<file path="config.mk">
export PLATFORM = sky130hd
export DESIGN_NAME = gpio_out_flat
export DESIGN_NICKNAME = d
export VERILOG_FILES = /design/src/rtl/gpio_out_if.sv /design/src/rtl/gpio_out.sv /design/src/flat_wrapper.sv
export SDC_FILE = /design/constraint.sdc
export NUM_CORES = 1
export LEC_CHECK = 0
export ABC_CLOCK_PERIOD_IN_PS = 1300
export CAP_MARGIN = 20
export CELL_PAD_IN_SITES_DETAIL_PLACEMENT = 1
export CELL_PAD_IN_SITES_GLOBAL_PLACEMENT = 2
export CORE_AREA = 2 2 56 58
export CTS_BUF_LIST = sky130_fd_sc_hd__clkbuf_16
export CTS_CLUSTER_DIAMETER = 30
export CTS_CLUSTER_SIZE = 20
export DETAILED_ROUTE_END_ITERATION = 7
export DIE_AREA = 0 0 58 60
export PLACE_DENSITY_LB_ADDON = 0.1
export SETUP_SLACK_MARGIN = 0.1
export SLEW_MARGIN = 0
export SYNTH_ARGS = -nofsm -noshare
export SYNTH_HDL_FRONTEND = slang
export SYNTH_SLANG_ARGS = --single-unit
</file>
<file path="constraint.sdc">
create_clock -name clk -period 1.3 [get_ports clk]
set_clock_uncertainty 0.2 [all_clocks]
set_input_delay 0.26 -clock clk [delete_from_list [all_inputs] [get_ports clk]]
set_output_delay 0.26 -clock clk [all_outputs]
set_load 0.02 [all_outputs]
</file>
<file path="src/rtl/gpio_out_if.sv">
// CPU-side bus of the general-purpose output block: request/ready handshake,
// channel address and byte data in both directions.
interface gpio_out_if #(
  parameter int AW = 1
);
  logic          read;
  logic          write;
  logic          ready_r;
  logic          ready_w;
  logic [AW-1:0] address;
  logic [7:0]    data_in;
  logic [7:0]    data_out;

  modport master (
    output read, write, address, data_in,
    input  ready_r, ready_w, data_out
  );

  modport slave (
    input  read, write, address, data_in,
    output ready_r, ready_w, data_out
  );
endinterface

</file>
<file path="src/rtl/gpio_out.sv">
// General-purpose output block: CPU loads per-channel bytes, consumers drain them.
// Optional drain interrupt enabled by defining GPIO_OUT_IRQ_EN.
module gpio_out #(
  parameter int size_addr = 0,
  parameter int size      = 1
) (
  input  logic              clk,
  input  logic              reset,
  gpio_out_if.slave         bus,
  input  logic [size-1:0]   port_read,
  output logic [size*8-1:0] port_out,
  output logic [size-1:0]   port_valid
`ifdef GPIO_OUT_IRQ_EN
  ,
  output logic              irq
`endif
);

  localparam int AW = (size_addr > 0) ? size_addr : 1;

  typedef enum logic {
    ST_IDLE,
    ST_WAIT
  } state_t;

  state_t          state_q, state_d;
  logic [7:0]      mem_q [size];
  logic [7:0]      mem_d [size];
  logic [size-1:0] valid_q, valid_d;
  logic [size-1:0] sel;
  logic [size-1:0] load;
  logic            ready_r_q, ready_r_d;
  logic            ready_w_q, ready_w_d;
  logic            can_load;
  logic [7:0]      data_out_c;

  // One-hot channel select; an out-of-range address selects nothing.
  always_comb begin
    sel = '0;
    for (int i = 0; i < size; i++) begin
      sel[i] = (size_addr == 0) ? 1'b1 : (bus.address == AW'(i));
    end
  end

  // A write to an unmapped address is accepted immediately and dropped.
  assign can_load = (|(sel & (~valid_q | port_read))) | ~(|sel);

  always_comb begin
    state_d   = state_q;
    ready_w_d = 1'b0;
    load      = '0;
    case (state_q)
      ST_IDLE: begin
        if (bus.write && !ready_w_q) begin
          if (can_load) begin
            load      = sel;
            ready_w_d = 1'b1;
          end else begin
            state_d = ST_WAIT;
          end
        end
      end
      ST_WAIT: begin
        if (can_load) begin
          load      = sel;
          ready_w_d = 1'b1;
          state_d   = ST_IDLE;
        end
      end
      default: state_d = ST_IDLE;
    endcase

    for (int i = 0; i < size; i++) begin
      mem_d[i]   = load[i] ? bus.data_in : mem_q[i];
      valid_d[i] = load[i] | (valid_q[i] & ~port_read[i]);
    end

    ready_r_d = bus.read & ~ready_r_q;
  end

  always_comb begin
    data_out_c = '0;
    for (int i = 0; i < size; i++) begin
      if (sel[i]) data_out_c = data_out_c | mem_q[i];
    end
  end

  always_comb begin
    port_out = '0;
    for (int i = 0; i < size; i++) begin
      port_out[i*8 +: 8] = mem_q[i];
    end
  end

  always_ff @(posedge clk) begin
    if (reset) begin
      state_q   <= ST_IDLE;
      valid_q   <= '0;
      ready_r_q <= 1'b0;
      ready_w_q <= 1'b0;
      for (int i = 0; i < size; i++) mem_q[i] <= 8'h00;
    end else begin
      state_q   <= state_d;
      valid_q   <= valid_d;
      ready_r_q <= ready_r_d;
      ready_w_q <= ready_w_d;
      for (int i = 0; i < size; i++) mem_q[i] <= mem_d[i];
    end
  end

  assign bus.ready_r  = ready_r_q;
  assign bus.ready_w  = ready_w_q;
  assign bus.data_out = data_out_c;
  assign port_valid   = valid_q;

`ifdef GPIO_OUT_IRQ_EN
  logic irq_q, irq_d;
  logic drained;

  // Set on any valid 1->0 transition; a new drain beats a simultaneous CPU read.
  always_comb begin
    drained = |(valid_q & ~valid_d);
    irq_d   = drained | (irq_q & ~(bus.read & ~ready_r_q));
  end

  always_ff @(posedge clk) begin
    if (reset) irq_q <= 1'b0;
    else       irq_q <= irq_d;
  end

  assign irq = irq_q;
`endif

endmodule

</file>
<file path="src/flat_wrapper.sv">
// flat-port wrapper written by rule: the top's interface ports become plain ports
module gpio_out_flat 
#(
  parameter int size_addr = 0,
  parameter int size      = 1
)
  (clk, reset, port_read, port_out, port_valid, bus_read, bus_write, bus_address, bus_data_in, bus_ready_r, bus_ready_w, bus_data_out);
  gpio_out_if bus_i ();
  input  logic clk;
  input  logic reset;
  input  logic [size-1:0] port_read;
  output logic [size*8-1:0] port_out;
  output logic [size-1:0] port_valid;
  input wire logic [$bits(bus_i.read)-1:0] bus_read;
  input wire logic [$bits(bus_i.write)-1:0] bus_write;
  input wire logic [$bits(bus_i.address)-1:0] bus_address;
  input wire logic [$bits(bus_i.data_in)-1:0] bus_data_in;
  output wire logic [$bits(bus_i.ready_r)-1:0] bus_ready_r;
  output wire logic [$bits(bus_i.ready_w)-1:0] bus_ready_w;
  output wire logic [$bits(bus_i.data_out)-1:0] bus_data_out;
  assign bus_i.read = bus_read;
  assign bus_i.write = bus_write;
  assign bus_i.address = bus_address;
  assign bus_i.data_in = bus_data_in;
  assign bus_ready_r = bus_i.ready_r;
  assign bus_ready_w = bus_i.ready_w;
  assign bus_data_out = bus_i.data_out;
  gpio_out #(.size_addr(size_addr), .size(size)) u_core (.clk(clk), .reset(reset), .bus(bus_i), .port_read(port_read), .port_out(port_out), .port_valid(port_valid));
endmodule
</file>
==> flow_metrics.py <==
metrics = {
    "layout": {
        "area_growth_syn_to_layout_pct": 79.7,
        "fin_cells": 123,
        "fin_util": 0.347,
        "finalNetCount": 105,
        "finish.instance_area_sq_um": 1010,
        "antennaDiodeCount": 0,
        "drive_gt1_frac": 0.489,
    },
    "setup_path": {
        "critical_path.max_fanout": 4,
        "crit_required_ns": 1.25,
        "reg2regPathDepth": 5,
        "cp-end-kind": "register",
        "critPathArrivalTime_ns": 1.26,
        "crit-reg2reg-capture": "u_core.mem_q[0][5]",
        "startpoint": "u_core.bus.ready_w",
        "r2r_setup_slack_ns": -0.01,
        "startpoint_type": "register",
        "path_buf_inv": 2,
        "timing_worst_setup_path_type": "reg2reg",
        "slowest_stage": "dfxtp_2",
        "path_cells": "buf_6 -> nor2b_4 -> o21a_1 -> buf_6 -> mux2i_2",
        "timing.rr.start": "u_core.bus.ready_w",
        "crit_end": "u_core.mem_q[0][5]",
        "crit_family": "flip-flops",
        "cpPeakStageDelay_ns": 0.31,
        "cp_num_cells": 5,
        "cp_common_cell": "buf_6",
    },
    "place": {
        "place_area_sq_um": 911,
        "pre_cts_slack_ns": -0.317,
        "hpwl_um": 993,
        "portBuffers": 31,
        "gp_congestion": 0.630,
        "placed_cells": 119,
    },
    "clock_tree": {
        "cts_tree": "done",
        "cts_max_level": 1,
        "clk_path_buf_depth": 2,
        "cts_sinks": 12,
        "clock_latency_ns": 0.24,
        "holdBufCountCts": 0,
        "cts_root_buf": "clkbuf_16",
        "clkTransAtPathRegs_ns": 0.04,
        "post_cts_buffers": 0,
        "cts_made_buffers": 3,
    },
    "sta": {
        "slew_headroom": 0.864,
        "worst_slew_pin_slew_ns": 0.204,
        "rsz0062_at_grt": "true",
        "max_freq_mhz": 763,
        "finalCriticalPeriod_ns": 1.31,
        "hold_ws_ns": 0.219,
        "period_share": 1.01,
        "final_max_slew_viol_count": 0,
        "fin_ws_ns": -0.0109,
        "hold_viol": 0,
        "fin_tns_setup_ns": -0.0109,
        "setup_viol": 1,
    },
    "grt": {
        "grt_pass1_vias": 454,
        "grt_pass1_wl_um": 2100,
        "grt_antenna_before_repair": 0,
        "grt_use_total": 0.0848,
        "grt_overflow": 0,
        "grt_max_degree": 11,
    },
    "status": {
        "status": "finished, violations left",
        "violations": "negative setup slack",
    },
    "yosys": {
        "synthesis.area_sq_um": 561,
        "post_synth.cell_area_avg_sq_um": 10.0,
        "synth_common_cells": "nand2b_1, dfxtp_1, buf_4, mux2i_1",
        "synth.net_count": 70,
        "synth_edf_count": 0,
        "async_flop_share": 0,
        "ys_top_cells_by_area": "dfxtp_1, nand2b_1, mux2i_1",
        "synth.distinct_cells": 13,
        "yosysMostFrequentCell": "nand2b_1",
        "synth.largest_area_cell": "dfxtp_1",
        "ys_warn_count": 0,
        "synth_seq_cells": 12,
        "ys_seq_area_frac": 0.429,
        "synth_cells": 56,
        "synth_top_cell_area_share": 0.429,
        "ys.flop_type": "dfxtp_1",
    },
    "power_and_ir_drop": {
        "intPower_mw": 0.965,
        "power.share.clock": 0.445,
        "vdd_drop_max_mv": 0.781,
        "switchingPower_mw": 0.297,
        "comb_power_share": 0.221,
        "p_per_area_nw_per_um2": 1250,
        "p_sw_frac": 0.236,
        "p_leak_nw": 0.451,
        "finalPower_mw": 1.26,
        "seq_power_share": 0.334,
    },
    "floorplanning": {
        "pin_count": 33,
        "start_util": 0.193,
        "die_w_um": 58,
        "die_y_um": 60,
        "rows": 20,
        "coreArea_sq_um": 2900,
        "dieArea_sq_um": 3480,
    },
    "detailed_routing": {
        "firstDrtPassIters": 3,
        "routed_via_density": 3.86,
        "first_iter_violations": 1,
        "vias": 475,
        "wl_per_cell_um": 10.5,
        "totalWireLength_um": 1300,
        "drc_errors": 0,
        "ant_nets": 0,
    },
    "run": {
        "drv_cap": 0,
    },
    "hold_path": {
        "hold_path_class": "reg2reg",
    },
}
worst min-delay path by stage:
stage | start | to | cells past startpoint | slack [ns]
floorplan | bus_data_in[0] | u_core.mem_q[0][0] | 2 | 0.22
global placement | u_core.bus.ready_r | u_core.bus.ready_r | 1 | 0.21
detailed placement | u_core.bus.ready_r | u_core.bus.ready_r | 1 | 0.22
CTS | u_core.bus.ready_r | u_core.bus.ready_r | 1 | 0.22
global route | u_core.bus.ready_r | u_core.bus.ready_r | 1 | 0.25
finish | u_core.bus.ready_r | u_core.bus.ready_r | 1 | 0.22
logic make-up (layout without fill, tap and decap cells):
family	after synthesis	after routing	share of synthesized area
mux	8	8	0.143
flops	12	12	0.429
compound gates	2	2	0.0223
simple gates	23	23	0.266
buf+inv	11	45	0.141
what timing repair did:
| item | CTS | global route |
|---|---|---|
| resized for setup | 103 | 16 |
| cloned | 0 | 0 |
| pin swaps | 1 | 1 |
| setup endpoints to repair | 27 | 22 |
cell usage in the layout, fill, tap and decap left out:
cell type	Yosys	final
dfxtp_1	12	3
nor3_1	2	2
buf_6	1	12
mux2i_1	8	7
clkinv_1	0	1
clkbuf_16	0	3
nor2_1	1	1
o21a_1	1	1
a21oi_1	1	1
nor2b_4	1	1
dfxtp_2	0	7
nor3b_1	1	1
clkdlybuf4s50_1	0	10
and2b_1	1	1
nand2b_1	17	16
nand2b_4	0	1
mux2i_2	0	1
buf_4	8	16
buf_2	0	1
dfxtp_4	0	2
dlygate4sd2_1	0	2
sequential cells by signal, indices dropped and copies added, names as in the netlist:
name / cells
u_core.mem_q: 8
u_core.bus.ready_r: 1
u_core.bus.ready_w: 1
u_core.port_valid: 1
u_core.state_q: 1
cell type report:
class,count,area [sq um]
Clock inverter,1,3.75
Tap cell,33,41.3
Sequential cell,12,256
Timing Repair Buffer,41,378
Fill cell,330,1900
Multi-Input combinational cell,33,253
Clock buffer,3,75.1
routing by layer:
layer  global-route usage  routed length [um]
met3               0.0455                 126
met2                0.125                 598
met4               0.0199                  14
met1                0.109                 556
met5                    0                   0
power by group through the flow:
stage | clock, mW | sequential, mW | combinational [mW]
floorplan | 0 | 0.451 | 0.118
global placement | 0 | 0.420 | 0.280
detailed placement | 0 | 0.421 | 0.279
CTS | 0.585 | 0.420 | 0.266
global route | 0.617 | 0.426 | 0.300
finish | 0.561 | 0.422 | 0.280
Power figures use the tool's default switching activity.
